File: config.mk
export PLATFORM = sky130hd
export DESIGN_NAME = shift_counter_gen
export DESIGN_NICKNAME = d
export VERILOG_FILES = /design/src/rtl/shift_counter_gen.sv
export SDC_FILE = /design/constraint.sdc
export NUM_CORES = 1
export LEC_CHECK = 0
export CAP_MARGIN = 10
export CORE_AREA = 2 2 39 41
export CTS_CLUSTER_SIZE = 14
export DETAILED_ROUTE_END_ITERATION = 10
export DIE_AREA = 0 0 41 43
export PLACE_DENSITY = 0.59
export SYNTH_ARGS = -nofsm -noshare
export SYNTH_HDL_FRONTEND = slang
export SYNTH_SLANG_ARGS = --single-unit
File: constraint.sdc
create_clock -name clk -period 2.44 [get_ports clk]
set_input_delay 0.366 -clock clk [delete_from_list [all_inputs] [get_ports clk]]
set_output_delay 0.366 -clock clk [all_outputs]
set_load 0.02 [all_outputs]
File: src/rtl/shift_counter_gen.sv
// Parametrised ring / Johnson shift counter with direction, enable and load.
// Optional lockout recovery: define SHIFT_CNT_SELFCORRECT_EN.
module shift_counter_gen #(
    parameter int WIDTH = 4,
    parameter int MODE  = 0
) (
    input  logic             clk,
    input  logic             rst,
    input  logic             en,
    input  logic             dir,
    input  logic             load,
    input  logic [WIDTH-1:0] load_val,
    output logic [WIDTH-1:0] q,
    output logic             wrap,
    output logic             illegal
);

    localparam logic [WIDTH-1:0] RV =
        (MODE == 0) ? WIDTH'(1) : '0;

    logic             fb_up;
    logic             fb_dn;
    logic [WIDTH-1:0] shifted;
    logic [5:0]       bit_cnt;

    // Next shifted value; Johnson inverts the bit fed back around the ends.
    always_comb begin
        fb_up = (MODE == 0) ? q[WIDTH-1] : ~q[WIDTH-1];
        fb_dn = (MODE == 0) ? q[0] : ~q[0];
        if (dir) begin
            shifted = {fb_dn, q[WIDTH-1:1]};
        end else begin
            shifted = {q[WIDTH-2:0], fb_up};
        end
    end

    // Illegal-state flag: ring needs one hot bit, Johnson at most one edge.
    always_comb begin
        bit_cnt = '0;
        illegal = 1'b0;
        if (MODE == 0) begin
            for (int i = 0; i < WIDTH; i++) begin
                bit_cnt = bit_cnt + 6'(q[i]);
            end
            illegal = (bit_cnt != 6'd1);
        end else begin
            for (int i = 0; i < WIDTH - 1; i++) begin
                bit_cnt = bit_cnt + 6'(q[i] ^ q[i+1]);
            end
            illegal = (bit_cnt > 6'd1);
        end
    end

    // State register and wrap pulse; load beats enable.
    always_ff @(posedge clk or negedge rst) begin
        if (!rst) begin
            q    <= RV;
            wrap <= 1'b0;
        end else if (load) begin
            q    <= load_val;
            wrap <= 1'b0;
        end else if (en) begin
`ifdef SHIFT_CNT_SELFCORRECT_EN
            if (illegal) begin
                q    <= RV;
                wrap <= 1'b0;
            end else begin
                q    <= shifted;
                wrap <= (shifted == RV);
            end
`else
            q    <= shifted;
            wrap <= (shifted == RV);
`endif
        end else begin
            wrap <= 1'b0;
        end
    end

endmodule

**After elaboration in Yosys (flattened, before gate mapping)**

Cells that the tools add are included.

- Register bits after elaboration: 5
- Input bits: 9
- Output and inout port bits: 6

- Add/subtract/negate cells: 3
- Equality and inequality tests: 2
- Multiplexer cells: 5
- Reduce and logical (&&, ||, !) cells: 1

Operators by type and width:

| cell | count |
|---|---|
| $mux 4 | 3 |
| $add 3x1->4 | 1 |
| $eq 4x1->1 const B | 1 |
| $ne 4x1->1 const B | 1 |
| $add 2x1->3 | 1 |
| $add 1x1->2 | 1 |
| $mux 1 | 2 |
| $reduce_bool 2->1 | 1 |

**Longest topological paths before layout**

Gate-level depths: netlist (run 1).

- Word-level depth: 4
- Depth in mapped cells: 7
- Gate-level depth less buffers: 7

**Worst setup path after synthesis (run 1)**

OpenSTA, ideal clock, no wires.

- Path type: flip-flop to output port
- Start: register q[0]
- End: output illegal
- Arrival: 1.897 ns
- Data required time: 2.074 ns
- Slack: 0.177 ns
- Stages on the path, launching flop included: 8
- Path buffers: 0
- Path through: dfstp_2 -> inv_1 -> fa_1 -> inv_1 -> ha_1 -> ha_1 -> nor2_1 -> nand2_1

- Longest elaborated chain between the ends: 4

RTL lines:

| item | RTL line | source |
|---|---|---|
| start, declared | 13 | `output logic [WIDTH-1:0] q,` |
| start signal, assigned | 60 | `q <= load_val;` |
| start signal, assigned | 72 | `q <= shifted;` |
| $add 1x1->2 | 43 | `bit_cnt = bit_cnt + 6'(q[i]);` |
| $add 2x1->3 | 43 |  |
| $add 3x1->4 | 43 |  |
| $ne 4x1->1 | 45 | `illegal = (bit_cnt != 6'd1);` |
| end, declared | 15 | `output logic illegal` |

No other way between the ends.

**Worst setup path in the final report (run 1)**

Ends and elaborated chain as after synthesis.

==> results by group, run 1 <==
Synth
  – Syn_nets: 50
  – Yosys warns: 0
  – Largest family of logic cells by synthesized area: simple AND/OR/NAND/NOR gates
  – Seq/Total Area, Yosys: 33.3%
  – Post-synth EDFFs: 0
  – Synth async-reset ratio: 100%
  – Netlist cell types: 17
  – Synth area leader: dfrtp_1
  – Compound-Gate Fraction of Synth Area: 10.2%
  – Top-area cell type share of the netlist area: 26.4%
  – Syn avg cell area: 9.98 µm²
  – Post-Synth XOR/XNOR Area: 0%
  – Post-synthesis simple-gate area fraction: 24.8%
  – Most used flip-flop cell after synthesis: dfrtp_1
  – Adder-Cell Fraction of Synth Area: 11.9%
  – Synthesis-stage register bit count: 5
  – Mapped Area: 379 µm²
  – Top cells by count, synth: inv_1 (5), nand2_1 (5), dfrtp_1 (4), mux2i_1 (4), o211ai_1 (4)
  – Synth area leaders: dfrtp_1 (26%), mux2i_1 (11%), o211ai_1 (7.9%)
  – Cells after synthesis: 38
  – Mux cell area share after synthesis: 10.6%

GRT
  – Most Crowded Layer GR: met2
  – Vias in the first global route: 334
  – Routing usage on met1: 14.4%
  – Pin count of the biggest net entering global routing: 11
  – Gr ovfl total: 0
  – Initial antenna violation count: 0
  – M3 GR Usage: 6.81%
  – GRT Total Usage: 11.8%
  – First-pass GRT wire length: 1380 µm
  – Routing usage on met2: 16.9%

Worst setup path
  – Worst setup path class: reg -> out
  – CP Launch Type: flip-flop
  – Critical path's largest stage delay: 0.53 ns
  – CP max-delay cell: dfstp_2
  – WP buf/inv: 3
  – Crit end category: output pin
  – Critical Path Fanout Max: 2
  – Crit path DAT: 1.98 ns
  – Worst endpoint required time: 2.07 ns
  – Delay-heaviest family, CP: adder cells
  – CP Cell Sequence: inv_2, fa_1, inv_1, ha_2, ha_4, nor2_2, nand2_1, buf_6

Floorplanning
  – Die Width: 41 µm
  – Die height: 43 µm
  – Total Die Area: 1760 µm²
  – Initial Util: 27.4%
  – Row count: 14
  – I/O pin cnt: 15
  – Core area: 1380 µm²

Finish
  – Area Overhead vs Synth: 55.8%
  – Final core occ: 42.7%
  – Cell area after layout: 591 µm²
  – Reg area: 126 µm²
  – Final #Nets: 70
  – Fraction of layout cells with a size suffix above 1: 29.8%
  – ANT cells: 0
  – Area occupied by multi-input gates: 235 µm²
  – Fill cells: 138

Clock network
  – Post-CTS Setup Bufs: 0
  – Clock-pin slew on the worst setup and hold paths: 0.04 ns
  – Number of buffers created by CTS: 3
  – Clk sink count: 5
  – Worst-Skew Late Latency: 0.24 ns
  – # H-tree levels: 1
  – CTS tree: built
  – CTS Hold Bufs: 0
  – Clock Tree Buf Depth: 2
  – Clock Tree Root: clkbuf_4

Power
  – Logic gate share of total power: 42.4%
  – Sequential power share: 29.4%
  – Switching share of power: 31.5%
  – Power Dens Cells: 569 nW/µm²
  – Internal power: 230 µW
  – P_sw: 106 µW
  – Clk pwr share: 28.3%
  – LEAKAGE: 0.000253 µW
  – IR drop worst, VDD: 337 µV

Place
  – Placed inst area: 546 µm²
  – DP Wirelength: 618 µm
  – Final RePlAce weighted congestion: 0.725
  – # port buffers: 14

Detailed routing
  – Initial DRC Count: 6
  – Via count: 331
  – DR WL/cell: 10.4 µm
  – Antenna-violating nets left: 0
  – DR DRC count: 0
  – Router iterations before antenna repair: 3
  – Detailed Route WL: 760 µm
  – Vias per cell: 4.53

STA
  – RSZ-0062 raised after global routing: yes
  – Final hold violation count: 0
  – Slew Limit Headroom: 80.8%
  – Worst Skew: 0.00130 ns
  – Period utilisation layout: 96.0%
  – Final setup fails: 0
  – Worst-margin pin slew: 0.287 ns
  – Tmin final: 2.34 ns
  – Max frequency: 427 MHz
  – Max-slew violations: 0

Flow run
  – Maxcap violations: 0

Outcome
  – Outcome: finished, final reports clean

Hold path
  – Hold Crit Class: in -> async
==> cells in the final DEF (no fill, tap or decap), drive strengths merged <==
| cell type | Yosys | layout |
|---|---|---|
| a21oi | 1 | 1 |
| buf | 2 | 4 |
| clkbuf | 0 | 4 |
| clkdlybuf4s50 | 0 | 13 |
| dfrtp | 4 | 4 |
| dfstp | 1 | 1 |
| fa | 1 | 1 |
| ha | 2 | 2 |
| inv | 5 | 5 |
| mux2i | 4 | 4 |
| nand2 | 5 | 5 |
| nand2b | 1 | 1 |
| nand3b | 1 | 1 |
| nor2 | 1 | 1 |
| o211ai | 4 | 4 |
| or3b | 5 | 5 |
| or4b | 1 | 1 |
==> area by class of cell <==
class	count	area share [%]
clock buffer	4	4.45
timing repair buffer	17	27.8
sequential	5	21.4
multi-input combinational	26	39.8
inverter	5	3.18
tap	16	3.39
==> registers in the layout, summed over array words and instances (netlist names) <==
| name | flops |
|---|---|
| q | 4 |
| wrap | 1 |
==> stage by stage <==
stage / hold WS (ns) / TNS, ns / total power (µW) / std cells / setup WS (ns)
6_report: 0.343 / 0 / 336 / 73 / 0.0975
5_1_grt: 0.354 / -0.00646 / 365 / 73 / -0.00646
4_1_cts: 0.346 / 0 / 333 / 73 / 0.0351
3_5_place_dp: 0.603 / -0.194 / 231 / 69 / -0.194
3_3_place_gp: 0.600 / -0.200 / 231 / 69 / -0.200
2_1_floorplan: 0.0704 / 0 / 170 / 38 / 0.177
==> cells by family (layout without fill, tap and decap cells) <==
family,after synthesis,after routing
fa+ha+maj,3,3
compound gates,5,5
mux,4,4
simple gates,14,14
flops,5,5
buf+inv,7,26
==> power by group through the flow <==
stage | clock, µW | sequential, µW | combinational (µW)
finish | 95.0 | 98.8 | 142
floorplan | 0 | 112 | 57.9
global placement | 0 | 99.7 | 131
CTS | 98.9 | 99.2 | 135
detailed placement | 0 | 100 | 131
global route | 107 | 100 | 157
==> timing repair <==
| action | 4_1_cts | 5_1_grt |
|---|---|---|
| gates resized for setup | 7 | 3 |
| endpoints found under the hold margin | 0 | 0 |
| setup endpoints to repair | 1 | 1 |
| pin swaps | 3 | 2 |
==> worst paths after layout <==
check	start	endpoint	slack, ns	depth (start not counted)
max in group asynchronous	rst	q[0]	1.85	1
worst min-delay path	rst	q[1]	0.34	1
worst max register to register	q[0]	q[0]	1.16	3
worst min register to register	q[3]	wrap	0.68	3
min in group clk	load_val[0]	q[0]	0.68	3
worst max-delay path	q[0]	illegal	0.1	8
==> routing by layer <==
layer  wire [µm]  part of all wire [%]
met5           0                     0
met4           0                     0
met3          65                   8.6
met2         349                    46
met1         344                    45
No activity file was read; power rests on OpenSTA's default activity.
==> run 2: changes to the inputs <==
--- a/config.mk
+++ b/config.mk
@@ -7,7 +7,7 @@
 export LEC_CHECK = 0
 export CAP_MARGIN = 10
 export CORE_AREA = 2 2 39 41
-export CTS_CLUSTER_SIZE = 14
+export CTS_CLUSTER_SIZE = 28
 export DETAILED_ROUTE_END_ITERATION = 10
 export DIE_AREA = 0 0 41 43
 export PLACE_DENSITY = 0.59
==> results of run 2 <==
Final layout, timing and power as in run 1 (identical DEF).
